### src/rtl/alu_issue_stage.sv
`default_nettype none
// ============================================================================
//  Module   : alu_issue_stage
//  Purpose  : ID/EX register in front of the ALU. Decodes the ALU select,
//             extends the immediate and forwards EX/MEM and MEM/WB results.
//  Revision : 1.0  initial release
// ============================================================================
module alu_issue_stage #(
    parameter int WIDTH  = 32,
    parameter int RA_W   = 5,
    parameter int FWD_EN = 1
) (
    input  logic             clk,
    input  logic             reset,
    input  logic             flush,
    input  logic             in_valid,
    output logic             in_ready,
    input  logic [WIDTH-1:0] rs_data,
    input  logic [WIDTH-1:0] rt_data,
    input  logic [RA_W-1:0]  rs_addr,
    input  logic [RA_W-1:0]  rt_addr,
    input  logic [RA_W-1:0]  rd_addr,
    input  logic [15:0]      imm,
    input  logic [1:0]       alu_op,
    input  logic [5:0]       funct,
    input  logic             alu_src,
    input  logic             reg_write_in,
    input  logic             exmem_reg_write,
    input  logic [RA_W-1:0]  exmem_rd,
    input  logic [WIDTH-1:0] exmem_result,
    input  logic             memwb_reg_write,
    input  logic [RA_W-1:0]  memwb_rd,
    input  logic [WIDTH-1:0] memwb_result,
    output logic             out_valid,
    input  logic             out_ready,
    output logic [WIDTH-1:0] op1,
    output logic [WIDTH-1:0] op2,
    output logic [3:0]       sel,
    output logic [RA_W-1:0]  out_rd,
    output logic             out_reg_write,
    output logic             out_illegal
);

    localparam logic [3:0] c_SEL_AND = 4'b0000;
    localparam logic [3:0] c_SEL_OR  = 4'b0001;
    localparam logic [3:0] c_SEL_ADD = 4'b0010;
    localparam logic [3:0] c_SEL_SUB = 4'b0110;
    localparam logic [3:0] c_SEL_SLT = 4'b0111;
    localparam logic [3:0] c_SEL_NOR = 4'b1100;

    logic             r_valid;
    logic [WIDTH-1:0] r_rs_data;
    logic [WIDTH-1:0] r_rt_data;
    logic [RA_W-1:0]  r_rs_addr;
    logic [RA_W-1:0]  r_rt_addr;
    logic [RA_W-1:0]  r_rd;
    logic             r_reg_write;
    logic             r_alu_src;
    logic [3:0]       r_sel;
    logic             r_illegal;
    logic [WIDTH-1:0] r_imm_ext;

    logic [3:0]       w_sel;
    logic             w_illegal;
    logic [WIDTH-1:0] w_imm_ext;
    logic             w_capture;
    logic [WIDTH-1:0] w_rs_fwd;
    logic [WIDTH-1:0] w_rt_fwd;

    always_comb begin
        w_sel     = c_SEL_AND;
        w_illegal = 1'b0;
        case (alu_op)
            2'b00:   w_sel = c_SEL_ADD;
            2'b01:   w_sel = c_SEL_SUB;
            2'b11:   w_sel = c_SEL_OR;
            default: begin
                case (funct)
                    6'b100000: w_sel = c_SEL_ADD;
                    6'b100010: w_sel = c_SEL_SUB;
                    6'b100100: w_sel = c_SEL_AND;
                    6'b100101: w_sel = c_SEL_OR;
                    6'b101010: w_sel = c_SEL_SLT;
                    6'b100111: w_sel = c_SEL_NOR;
                    default:   w_illegal = 1'b1;
                endcase
            end
        endcase
    end

    // or-immediate is a logical op, so its immediate is zero-extended
    assign w_imm_ext = (alu_op == 2'b11) ? {{(WIDTH-16){1'b0}}, imm}
                                         : {{(WIDTH-16){imm[15]}}, imm};

    assign in_ready  = !r_valid || out_ready;
    assign w_capture = in_valid && in_ready && !flush;

    always_ff @(posedge clk) begin
        if (reset) begin
            r_valid     <= 1'b0;
            r_rs_data   <= '0;
            r_rt_data   <= '0;
            r_rs_addr   <= '0;
            r_rt_addr   <= '0;
            r_rd        <= '0;
            r_reg_write <= 1'b0;
            r_alu_src   <= 1'b0;
            r_sel       <= '0;
            r_illegal   <= 1'b0;
            r_imm_ext   <= '0;
        end else if (w_capture) begin
            r_valid     <= 1'b1;
            r_rs_data   <= rs_data;
            r_rt_data   <= rt_data;
            r_rs_addr   <= rs_addr;
            r_rt_addr   <= rt_addr;
            r_rd        <= rd_addr;
            r_reg_write <= reg_write_in;
            r_alu_src   <= alu_src;
            r_sel       <= w_sel;
            r_illegal   <= w_illegal;
            r_imm_ext   <= w_imm_ext;
        end else if (flush || out_ready) begin
            r_valid     <= 1'b0;
        end
    end

    generate
        if (FWD_EN != 0) begin : g_fwd
            // EX/MEM is younger than MEM/WB, so it is checked first
            always_comb begin
                w_rs_fwd = r_rs_data;
                if (exmem_reg_write && (exmem_rd == r_rs_addr) && (r_rs_addr != '0))
                    w_rs_fwd = exmem_result;
                else if (memwb_reg_write && (memwb_rd == r_rs_addr) && (r_rs_addr != '0))
                    w_rs_fwd = memwb_result;

                w_rt_fwd = r_rt_data;
                if (exmem_reg_write && (exmem_rd == r_rt_addr) && (r_rt_addr != '0))
                    w_rt_fwd = exmem_result;
                else if (memwb_reg_write && (memwb_rd == r_rt_addr) && (r_rt_addr != '0))
                    w_rt_fwd = memwb_result;
            end
        end else begin : g_no_fwd
            assign w_rs_fwd = r_rs_data;
            assign w_rt_fwd = r_rt_data;
        end
    endgenerate

    assign out_valid     = r_valid;
    assign op1           = w_rs_fwd;
    assign op2           = r_alu_src ? r_imm_ext : w_rt_fwd;
    assign sel           = r_sel;
    assign out_rd        = r_rd;
    assign out_reg_write = r_valid && r_reg_write;
    assign out_illegal   = r_illegal;

endmodule
`default_nettype wire

### config.mk
export PLATFORM = sky130hd
export DESIGN_NAME = alu_issue_stage
export DESIGN_NICKNAME = d
export VERILOG_FILES = /design/src/rtl/alu_issue_stage.sv
export SDC_FILE = /design/constraint.sdc
export NUM_CORES = 1
export LEC_CHECK = 0
export BUFFER_PORTS_ARGS = -buffer_cell sky130_fd_sc_hd__buf_4
export CORE_ASPECT_RATIO = 0.5
export CORE_MARGIN = 4
export CORE_UTILIZATION = 50
export CTS_BUF_LIST = sky130_fd_sc_hd__clkbuf_16
export CTS_CLUSTER_SIZE = 12
export DETAILED_ROUTE_END_ITERATION = 6
export GPL_ROUTABILITY_DRIVEN = 0
export PLACE_DENSITY = 0.87
export SYNTH_ARGS = -nofsm -noshare
export SYNTH_HDL_FRONTEND = slang
export SYNTH_SLANG_ARGS = --single-unit
### constraint.sdc
create_clock -name clk -period 6.2 [get_ports clk]
set_clock_uncertainty 0.2 [all_clocks]
set_input_delay 0.93 -clock clk [delete_from_list [all_inputs] [get_ports clk]]
set_output_delay 0.93 -clock clk [all_outputs]
set_load 0.005 [all_outputs]
==> out/results.md <==
## Run status
- finished clean — run status

## Global route
- 0 — number of antenna violations at the first check in global routing
- 31.6% — GR Util met1
- 0 — global-route congestion overflow total
- 5.52% — routing usage on met3
- 26.6% — aggregate global-route resource usage
- 48.1% — met2 track demand over resource
- 105 — largest net degree at the start of global routing
- 5817 — number of global-route vias before repair
- 28000 um — global-route wire length before repair
- met2 — Top Usage Layer GRT

## Critical path
- output pin — endpoint class of the critical path
- 5070 ps — required time worst endpoint
- input pin — kind of launch point of the worst setup path
- 32 — crit-path max FO
- in2out — path type of the worst setup path
- 3010 ps — data arrival time of the critical path

## Cells and area
- 1134 — Nets
- 73.9% — fraction of the core area covered by cells at the end of the flow
- 40.7% — synth-to-layout area growth
- 32.1% — fraction of final layout cells sized beyond drive strength 1
- 0 — Antenna diodes
- 270 x sky130_fd_sc_hd__buf_4, 234 x sky130_fd_sc_hd__nand2_1, 104 x sky130_fd_sc_hd__dfxtp_1 — highest-count cells in the layout ignoring fill and taps
- sky130_fd_sc_hd__buf_4 — most common library cell in the layout ignoring fill and taps

## Yosys
- 20.2% — synthesized-area fraction occupied by and/or/nand/nor cells
- 5500 sq um — Syn Std Cell Area
- simple AND/OR/NAND/NOR gates — dominant combinational cell family by area after synthesis
- 909 — syn nets
- 12.9% — mux contribution to synthesized area
- 723 — number of instances in the synthesized netlist
- 37 — number of distinct standard cells referenced by the synthesized netlist
- 0 — YS warnings
- 3.02% — post-synthesis xor/xnor area fraction
- 0% — adder-cell share of the synthesized area
- 19.3% — Synth Area in Compound Gates
- 104 — number of synthesized register bits
- 37.8% — sequential cell area fraction in the yosys report
- 7.61 sq um — Syn Area/Cell

## Floorplanning
- 52.5% — starting density of the core
- 263 — total I/O pin count
- 10500 sq um — Core ar.
- 156 um — Die W
- 12800 sq um — Die Area
- 82.2 um — Die Y
- 26 — standard-cell row count

## Drt
- 447 — number of design-rule violations left by the first detailed-router iteration
- 0 — Post-DRT Antenna Nets
- 5969 — number of vias after detailed routing
- 0 — Post-route DRC
- 18400 um — routed wire length
- 6 — Pre-Repair DR Iteration Count
- 16.8 um — average wire per standard cell
- 5.47 — average vias per placed instance

## Pwr
- 20.0% — Comb pwr share
- 47.3% — sequential share of power
- 197 nW/um^2 — power per cell area
- 1.13 mW — design internal power
- 3.29 nW — Static Leakage
- 0.000149 V — Peak supply drop
- 25.8% — net switching fraction of the power
- 0.393 mW — total net switching power
- 32.7% — clock network power share

## STA
- 4140 ps — time the final worst path needs with I/O delays and setup
- false — setup repair after global routing missed its margin
- 0 — final setup fails
- 27.3% — headroom to the max-slew limit
- 0 ps — setup tns final
- 0 — Final Hold Violating Endpoints
- 66.8% — post-route clock period utilization
- 0 — count of pins over their slew limit
- 1090 ps — Worst Max-Slew Pin Slew
- 242 MHz — maximum clock rate

## Placement
- 13000 um — dpl hpwl
- 262 — port bufs

## CTS
- 330 ps — clk_lat worst skew
- 104 — number of sinks on the clock net
- 60 ps — Clock transition at path regs
- 0 — number of instances resized during post-cts repair
- done — TritonCTS clock tree
- sky130_fd_sc_hd__clkbuf_16 — clk root buf
- 3 — Max H-tree Level
- 9 — number of CTS-inserted buffers
- 0 — # hold bufs at CTS
- 2 — worst-case clock buffer depth
- 0 — post-CTS setup buffer count

## Run
- 0 — maxcap violations

## Min path
- reg2reg — type of the most critical hold path

[routing by layer]
| layer | wire length [um] | vias to the layer above |
|---|---|---|
| met4 | 642 | 0 |
| met5 | 0 | - |
| met3 | 1280 | 57 |
| met2 | 9140 | 244 |
| met1 | 7320 | 2776 |
| li1 | - | 2892 |
[synthesized netlist by cell type (all sizes together)]
cell type  count  area share (%)
or4            2            0.34
o221ai         1            0.16
nand3          4            0.36
o32ai          1            0.16
nor2b          4            0.45
mux2          16             4.2
clkbuf        47             3.2
a221o         16             2.9
o21ai         34             3.1
nand4          3            0.34
nand2        235              16
nor3b          1            0.14
nand3b         2            0.27
mux2i         48             8.7
a211oi         2            0.50
nor2          11            0.75
nor4           3            0.73
a31oi          1            0.11
a222oi        16             2.9
dfxtp        104              38
inv           35             2.4
xnor2         15             2.4
xor2           4            0.64
nor3           4            0.36
and2           2            0.23
o21a           1            0.14
buf            9             1.2
a21oi        101             9.2
a2bb2oi        1            0.16
[worst paths after layout]
check,cells after the start,slack (ps),endpoint,from
max,8,2060,op2[30],memwb_rd[3]
min,2,250,r_rs_data[7],r_rs_data[7]
max reg2reg,7,3750,sel[3],out_valid
min reg2reg,2,250,r_rs_data[7],r_rs_data[7]
[through the flow]
| step | hold WS (ps) | setup WS, ps | power (mW) | instances | instance area, sq um |
|---|---|---|---|---|---|
| after global placement | 239 | 2120 | 1.03 | 1077 | 7490 |
| after floorplan | 227 | 2750 | 0.861 | 723 | 5500 |
| final | 253 | 2060 | 1.53 | 1092 | 7740 |
| after CTS | 252 | 2060 | 1.53 | 1092 | 7740 |
| after global routing | 269 | 1970 | 1.59 | 1092 | 7740 |
| after detailed placement | 243 | 2070 | 1.04 | 1077 | 7490 |
[flip-flops by register name, summed over array words and instances (netlist names)]
name         count
out_illegal      1
out_rd           5
out_valid        1
r_alu_src        1
r_imm_ext       17
r_reg_write      1
r_rs_addr        5
r_rs_data       32
r_rt_addr        5
r_rt_data       32
sel              4
[cell type report]
cell class / count / area [sq um]
sequential: 104 / 2080
inverter: 35 / 131
timing repair buffer: 270 / 2030
clock buffer: 9 / 225
fill: 823 / 2740
tap: 140 / 175
multi-input combinational: 528 / 3070
clock inverter: 6 / 28.8
[power by group through the flow]
stage | sequential (mW) | combinational [mW] | clock, mW
CTS | 0.720 | 0.305 | 0.506
detailed placement | 0.736 | 0.303 | 0
global route | 0.724 | 0.333 | 0.531
finish | 0.721 | 0.305 | 0.499
global placement | 0.734 | 0.296 | 0
floorplan | 0.728 | 0.133 | 0
[critical path, stage by stage]
cell                       delay [ps]
sky130_fd_sc_hd__buf_4            120
sky130_fd_sc_hd__xnor2_1          130
sky130_fd_sc_hd__nand3_1          140
sky130_fd_sc_hd__a211oi_4         240
sky130_fd_sc_hd__buf_4            550
sky130_fd_sc_hd__mux2_2           400
sky130_fd_sc_hd__a221o_1          350
sky130_fd_sc_hd__buf_4            140
[cell families (layout without fill, tap and decap cells)]
group | count (synthesis) | in the layout
buffers and inverters | 91 | 320
and+or+nand+nor | 271 | 271
xor gates and xnor gates | 19 | 19
AOI/OAI and AO/OA | 174 | 174
muxes | 64 | 64
DFF | 104 | 104
(Power assumes the default switching activity.)
